===== src/rtl/key_event_if.sv =====
// key_event_if: note-event stream from key_event_capture to the note-matching stage.
// An event transfers on a clock edge where event_valid && event_ready; while event_valid
// is high and event_ready is low the producer holds all event fields stable.
interface key_event_if;
  logic       event_valid;
  logic       event_ready;
  logic [3:0] event_note;
  logic [1:0] event_octave;
  logic       event_release;

  modport master (
    output event_valid, event_note, event_octave, event_release,
    input  event_ready
  );

  modport slave (
    input  event_valid, event_note, event_octave, event_release,
    output event_ready
  );
endinterface


===== src/rtl/key_event_capture.sv =====
// key_event_capture: synchronises and debounces note keys and emits one note event per press.
// Define KEY_RELEASE_EVENT_EN to also emit release events (event_release=1).
module key_event_capture #(
  parameter int NUM_KEYS        = 7,
  parameter int DEBOUNCE_CYCLES = 2_000_000,
  parameter int CNT_W           = 21
) (
  input  logic                clk,
  input  logic                reset,
  input  logic [NUM_KEYS-1:0] key_in,
  input  logic [1:0]          octave_keys,
  input  logic                clear_overrun,
  output logic [3:0]          held_note,
  output logic                overrun,
  key_event_if.master         evt
);
  localparam logic [CNT_W-1:0] CNT_LAST = CNT_W'(DEBOUNCE_CYCLES - 1);

  logic [NUM_KEYS-1:0] key_s1, key_s2, stable, stable_d;
  logic [1:0]          oct_s1, oct_s2;
  logic [CNT_W-1:0]    cnt [NUM_KEYS];

  logic [NUM_KEYS-1:0] press;
  logic                new_evt;
  logic [3:0]          new_note, held_next;

  logic                ev_valid;
  logic [3:0]          ev_note;
  logic [1:0]          ev_oct;

`ifdef KEY_RELEASE_EVENT_EN
  logic [NUM_KEYS-1:0] rel_edge;
  logic                new_rel, ev_rel;
  assign rel_edge = stable_d & ~stable;
`endif

  // Lowest key index wins among simultaneous edges; presses outrank releases.
  always_comb begin
    press    = stable & ~stable_d;
    new_evt  = 1'b0;
    new_note = '0;
    for (int i = NUM_KEYS - 1; i >= 0; i--) begin
      if (press[i]) begin
        new_evt  = 1'b1;
        new_note = 4'(i + 1);
      end
    end
`ifdef KEY_RELEASE_EVENT_EN
    new_rel = 1'b0;
    if (!new_evt) begin
      for (int i = NUM_KEYS - 1; i >= 0; i--) begin
        if (rel_edge[i]) begin
          new_evt  = 1'b1;
          new_rel  = 1'b1;
          new_note = 4'(i + 1);
        end
      end
    end
`endif
    held_next = '0;
    for (int i = NUM_KEYS - 1; i >= 0; i--) begin
      if (stable[i]) held_next = 4'(i + 1);
    end
  end

  always_ff @(posedge clk or negedge reset) begin
    if (!reset) begin
      key_s1   <= '0;
      key_s2   <= '0;
      oct_s1   <= '0;
      oct_s2   <= '0;
      stable   <= '0;
      stable_d <= '0;
      for (int i = 0; i < NUM_KEYS; i++) cnt[i] <= '0;
    end else begin
      key_s1   <= key_in;
      key_s2   <= key_s1;
      oct_s1   <= octave_keys;
      oct_s2   <= oct_s1;
      stable_d <= stable;
      // A change must persist for DEBOUNCE_CYCLES consecutive cycles; any bounce restarts it.
      for (int i = 0; i < NUM_KEYS; i++) begin
        if (key_s2[i] == stable[i]) begin
          cnt[i] <= '0;
        end else if (cnt[i] == CNT_LAST) begin
          stable[i] <= key_s2[i];
          cnt[i]    <= '0;
        end else begin
          cnt[i] <= cnt[i] + CNT_W'(1);
        end
      end
    end
  end

  always_ff @(posedge clk or negedge reset) begin
    if (!reset) begin
      ev_valid  <= 1'b0;
      ev_note   <= '0;
      ev_oct    <= '0;
      held_note <= '0;
      overrun   <= 1'b0;
`ifdef KEY_RELEASE_EVENT_EN
      ev_rel    <= 1'b0;
`endif
    end else begin
      held_note <= held_next;
      if (!ev_valid || evt.event_ready) begin
        ev_valid <= new_evt;
        if (new_evt) begin
          ev_note <= new_note;
          ev_oct  <= oct_s2;
`ifdef KEY_RELEASE_EVENT_EN
          ev_rel  <= new_rel;
`endif
        end
      end
      // A drop wins over a simultaneous clear.
      if (ev_valid && !evt.event_ready && new_evt) overrun <= 1'b1;
      else if (clear_overrun)                      overrun <= 1'b0;
    end
  end

  assign evt.event_valid  = ev_valid;
  assign evt.event_note   = ev_note;
  assign evt.event_octave = ev_oct;
`ifdef KEY_RELEASE_EVENT_EN
  assign evt.event_release = ev_rel;
`else
  assign evt.event_release = 1'b0;
`endif
endmodule


===== src/flat_wrapper.sv =====
// flat-port wrapper written by rule: the top's interface ports become plain ports
module key_event_capture_flat 
#(
  parameter int NUM_KEYS        = 7,
  parameter int DEBOUNCE_CYCLES = 2_000_000,
  parameter int CNT_W           = 21
)
  (clk, reset, key_in, octave_keys, clear_overrun, held_note, overrun, evt_event_valid, evt_event_note, evt_event_octave, evt_event_release, evt_event_ready);
  key_event_if evt_i ();
  input  logic clk;
  input  logic reset;
  input  logic [NUM_KEYS-1:0] key_in;
  input  logic [1:0] octave_keys;
  input  logic clear_overrun;
  output logic [3:0] held_note;
  output logic overrun;
  output wire logic [$bits(evt_i.event_valid)-1:0] evt_event_valid;
  output wire logic [$bits(evt_i.event_note)-1:0] evt_event_note;
  output wire logic [$bits(evt_i.event_octave)-1:0] evt_event_octave;
  output wire logic [$bits(evt_i.event_release)-1:0] evt_event_release;
  input wire logic [$bits(evt_i.event_ready)-1:0] evt_event_ready;
  assign evt_event_valid = evt_i.event_valid;
  assign evt_event_note = evt_i.event_note;
  assign evt_event_octave = evt_i.event_octave;
  assign evt_event_release = evt_i.event_release;
  assign evt_i.event_ready = evt_event_ready;
  key_event_capture #(.NUM_KEYS(NUM_KEYS), .DEBOUNCE_CYCLES(DEBOUNCE_CYCLES), .CNT_W(CNT_W)) u_core (.clk(clk), .reset(reset), .key_in(key_in), .octave_keys(octave_keys), .clear_overrun(clear_overrun), .held_note(held_note), .overrun(overrun), .evt(evt_i));
endmodule

===== config.mk =====
export PLATFORM = sky130hd
export DESIGN_NAME = key_event_capture_flat
export DESIGN_NICKNAME = d
export VERILOG_FILES = /design/src/rtl/key_event_if.sv /design/src/rtl/key_event_capture.sv /design/src/flat_wrapper.sv
export SDC_FILE = /design/constraint.sdc
export NUM_CORES = 1
export LEC_CHECK = 0
export CAP_MARGIN = 20
export CORE_MARGIN = 5
export CORE_UTILIZATION = 30
export CTS_CLUSTER_SIZE = 14
export DETAILED_ROUTE_END_ITERATION = 7
export GPL_ROUTABILITY_DRIVEN = 0
export MAX_ROUTING_LAYER = met4
export PLACE_DENSITY = 0.46
export SYNTH_ARGS = -nofsm -noshare
export SYNTH_HDL_FRONTEND = slang
export SYNTH_SLANG_ARGS = --single-unit
export TNS_END_PERCENT = 30

===== constraint.sdc =====
create_clock -name clk -period 3.3 [get_ports clk]
set_clock_uncertainty 0.2 [all_clocks]
set_input_delay 0.495 -clock clk [delete_from_list [all_inputs] [get_ports clk]]
set_output_delay 0.495 -clock clk [all_outputs]
set_load 0.01 [all_outputs]

---- Word-level counts from Yosys, hierarchy flattened ----
Cells that the tools add are included.
word-level totals
  output and inout port bits .............. 13
  logic and storage cells ................. 105
  register bits after elaboration ......... 190
cells by class
  reduce and logical (&&, ||, !) cells .... 14
  bitwise gates (word level) .............. 9
  eq/ne operators ......................... 14
  $add $sub $neg .......................... 7
  mux-type cells .......................... 37
operators with widths
  cell                     number
  $mux W21                 14
  $add A21 B1 Y21 const B  7
  $eq A21 B21 Y1 const B   7
  $mux W3                  8
  $mux W4                  6
  $reduce_and A2 Y1        8
  $mux W1                  9
  $and A7 B7 Y7            1
  $eq A1 B1 Y1             7
  $not A1 Y1               7
  $not A7 Y7               1
  $logic_and A1 B1 Y1      2
  $logic_not A1 Y1         2
  $reduce_bool A2 Y1       1
  $logic_or A1 B1 Y1       1

---- Logic depth before layout (Yosys ltp) ----
  depth after elaboration ................. 11
  mapped depth ............................ 8

---- Worst setup path before layout ----
No wires, ideal clock.
  kind .................................... reg2reg
  start point ............................. register u_core.cnt[0] (netlist bit)
  end point ............................... register u_core.cnt[13] (netlist bit)
  data arrival time ....................... 1.701 ns
  required time ........................... 2.981 ns
  cell stages (with the launch flop) ...... 9
  path slack .............................. 1.280 ns
  path buffers ............................ 2
  library setup time ...................... 0.119 ns
  path through ............................ dfrtp_1 ha_1 and2_1 nand2_2 or4_4 nand2b_2 buf_6 buf_6 nor2_1
between the ends
  word-level cells in the longest chain between the ends .. 3
  elaborated cells on any way between the ends .. 4
  those cells by class .................... add/sub (1); eq/ne (1); mux (2)
ends and longest elaborated chain
  what                                                      RTL line                                          text
  start: declaration                                        key_event_capture.sv:21                           logic [CNT_W-1:0] cnt [NUM_KEYS];
  start signal: indexed assignment                          key_event_capture.sv:89                           cnt[i] <= cnt[i] + CNT_W'(1);
  $add A21 B1 Y21 / $eq A21 B21 Y1 (equally long branches)  key_event_capture.sv:89, key_event_capture.sv:85
  $mux W21 *                                                key_event_capture.sv:85                           end else if (cnt[i] == CNT_LAST) begin
  $mux W21 *                                                key_event_capture.sv:83                           if (key_s2[i] == stable[i]) begin
Every way passes the cells marked *; elsewhere a longest branch is shown, timed or not.
A chain may end at the register's enable or synchronous reset.

---- Final worst setup path ----
  start point ............................. register u_core.cnt[54] (netlist bit)
  end point ............................... register u_core.cnt[61] (netlist bit)
Same word-level chain as after synthesis.

==> flow_metrics.tcl <==
set metrics [dict create \
    synth_warnings 0 \
    post_cts_resize_count 0 \
    initial_utilization_pct 30.5 \
    synthTopCellsByArea "dfrtp_1 (56%), xor2_1 (9.3%), nor2_1 (8.0%), xnor2_1 (5.2%), nand3_1 (3.9%)" \
    clock.fmax_mhz 427 \
    worstPathCellList "or4b_1, nor4_1, and4_1, or2_1, nor2_1" \
    ys_types 45 \
    setup_viol 0 \
    ctsRootBufferMaster "clkbuf_16" \
    placed_cell_area_um2 9130 \
    crit_fanout 19 \
    cts_buffers 17 \
    antenna_found_initial 0 \
    rows 61 \
    die_y_um 178 \
    slew_headroom_pct 46.1 \
    insertion_delay_ns 0.43 \
    critPathArrivalTime_ns 2.42 \
    vias_per_cell 4.48 \
    place_hpwl_mm 10.7 \
    area_growth_pct 14.7 \
    synthCells 817 \
    slowest_delay_ns 0.54 \
    tightestPinTransition_ns 0.801 \
    crit_family "simple AND/OR/NAND/NOR gates" \
    drc 0 \
    cts.clk_slew.worst_paths_ns 0.07 \
    avgSynthCellArea_um2 10.4 \
    hold_path.class "reg2reg" \
    wl_per_cell_um 13.0 \
    ir_drop_v 0.000317 \
    async_reset_ff_share_pct 100 \
    cp_data_required_time_ns 3.38 \
    synth_common_cells "dfrtp_1 (189), nor2_1 (181), xor2_1 (90)" \
    ant_nets 0 \
    antenna_cells 0 \
    placedCellCount 1207 \
    gr-total-overflow 0 \
    cts_tree "built" \
    postLayoutCellArea_um2 9750 \
    end_kind "register" \
    p_leak_nw 4.20 \
    synth_area_um2 8490 \
    wl_mm 16.1 \
    tns_ns 0 \
    cap_viol_max_count 0 \
    cts_max_level 4 \
    finalCritPeriodShare_pct 71.0 \
    cts_sinks 189 \
    synth_edf_count 0 \
    cts_setup_buffers 0 \
    slowest_stage "or2_1" \
    grt_pass1_wl_mm 28.1 \
    stdcell_count 1238 \
    crit_type "reg2reg" \
    num_vias 5544 \
    yosysMostFrequentCell "dfrtp_1" \
    drt_pass1_iterations 7 \
    synth_top_area_share_pct 55.7 \
    power.density_nw_per_um2 476 \
    nets 869 \
    rsz0062_at_grt "false" \
    io_pins 26 \
    io_buffers 22 \
    grt_max_degree 80 \
    grtUsageTotal_pct 11.2 \
    dieWidth_um 178 \
    ys.flop_type "dfrtp_1" \
    drive_above_1_share_pct 6.28 \
    drt_iter0_markers 337 \
    ctsHoldBuffers 1 \
    status "finished clean" \
    drv_slew 0 \
    die_area_um2 31800 \
    worst-path-buf-inv 0 \
    core_area_um2 27900 \
    final-hold-violation-count 0 \
    worstSetupStartpointType "register" \
    seq_area_frac_synth_pct 55.7 \
    grt_pass1_vias 5679 \
    synth_area_leader_cell "dfrtp_1" \
    post-route-min-period_ns 2.34 \
    clock_path_buffers 2 \
    synth-seq-cells 189 \
]
==> worst reg2reg max path, stage by stage (launching register included) <==
cell and delay [ns]:
dfrtp_1 0.43, or4b_1 0.52, nor4_1 0.15, and4_1 0.25, or2_1 0.54, nor2_1 0.11
==> per-layer routing <==
layer | share of wire [%] | global-route usage, % | wire length [um] | up-vias
li1 | - | - | - | 2795
met1 | 51 | 14.9 | 8190 | 2699
met2 | 45 | 17.4 | 7320 | 36
met3 | 2.3 | 2.23 | 378 | 14
met4 | 1.4 | 3.45 | 219 | 0
met5 | 0 | - | 0 | -
==> area by class of cell <==
cell class                      instances  area, um2
Multi-Input combinational cell        596       3580
Fill cell                            2803      18100
Clock inverter                         12        165
Clock buffer                           18        439
Sequential cell                       189       4730
Inverter                               17       63.8
Tap cell                              378        473
Timing Repair Buffer                   28        297
==> final timing paths <==
kind | from | end | slack, ns | depth (start not counted)
worst max-delay path | u_core.cnt[54]$_DFF_PN0_ | u_core.cnt[61]$_DFF_PN0_ | 0.96 | 5
worst min-delay path | u_core.key_s1[4]$_DFF_PN0_ | u_core.key_s2[4]$_DFF_PN0_ | 0.15 | 0
min in group asynchronous | reset | u_core.cnt[71]$_DFF_PN0_ | 0.44 | 2
worst max register to register | u_core.cnt[54]$_DFF_PN0_ | u_core.cnt[61]$_DFF_PN0_ | 0.96 | 5
max in group asynchronous | reset | u_core.cnt[61]$_DFF_PN0_ | 1.67 | 3
worst min register to register | u_core.key_s1[4]$_DFF_PN0_ | u_core.key_s2[4]$_DFF_PN0_ | 0.15 | 0
==> power by group <==
group	switching (mW)	internal (mW)
Combinational	0.0974	0.0446
Sequential	0.0297	2.35
Clock	0.912	1.21
Total	1.04	3.60
==> metrics by stage <==
step	hold slack, ns	setup WS, ns	utilization [%]	total power [mW]
floorplan	-0.000591	1.28	-	2.49
global placement	0.133	0.925	32.8	2.57
detailed placement	0.135	0.929	32.8	2.57
CTS	0.150	0.924	35.0	4.73
global route	0.155	0.772	35.0	4.85
finish	0.150	0.957	35.0	4.64
==> kinds of logic after synthesis <==
logic type / after synthesis / share of synthesized area (%)
AND/OR/NAND/NOR: 423 / 24.3
flip-flops: 189 / 55.7
XOR/XNOR: 140 / 14.4
buffers and inverters: 34 / 2.27
AO/OA/AOI/OAI: 14 / 1.08
multiplexers: 9 / 1.19
adder cells (fa/ha/maj): 7 / 1.03
other: 1 / 0.0442
==> sequential cells by signal (all words and copies together) (netlist names) <==
register,cells
u_core.held_note,3
u_core.stable_d,7
u_core.overrun,1
u_core.oct_s2,2
u_core.key_s2,7
u_core.evt.event_valid,1
u_core.oct_s1,2
u_core.evt.event_octave,2
u_core.evt.event_note,3
u_core.stable,7
u_core.key_s1,7
u_core.cnt,147
==> placed cells by master, fill, tap and decap left out, types with 13 or more instances in the layout <==
master	n
and3_1	24
clkbuf_16	17
clkdlybuf4s50_1	21
dfrtp_1	189
inv_1	17
nand2_1	53
nand3_1	66
nand4_1	28
nor2_1	181
nor4_1	13
xnor2_1	50
xor2_1	90
Note: power is estimated with default switching activity, not from simulation.
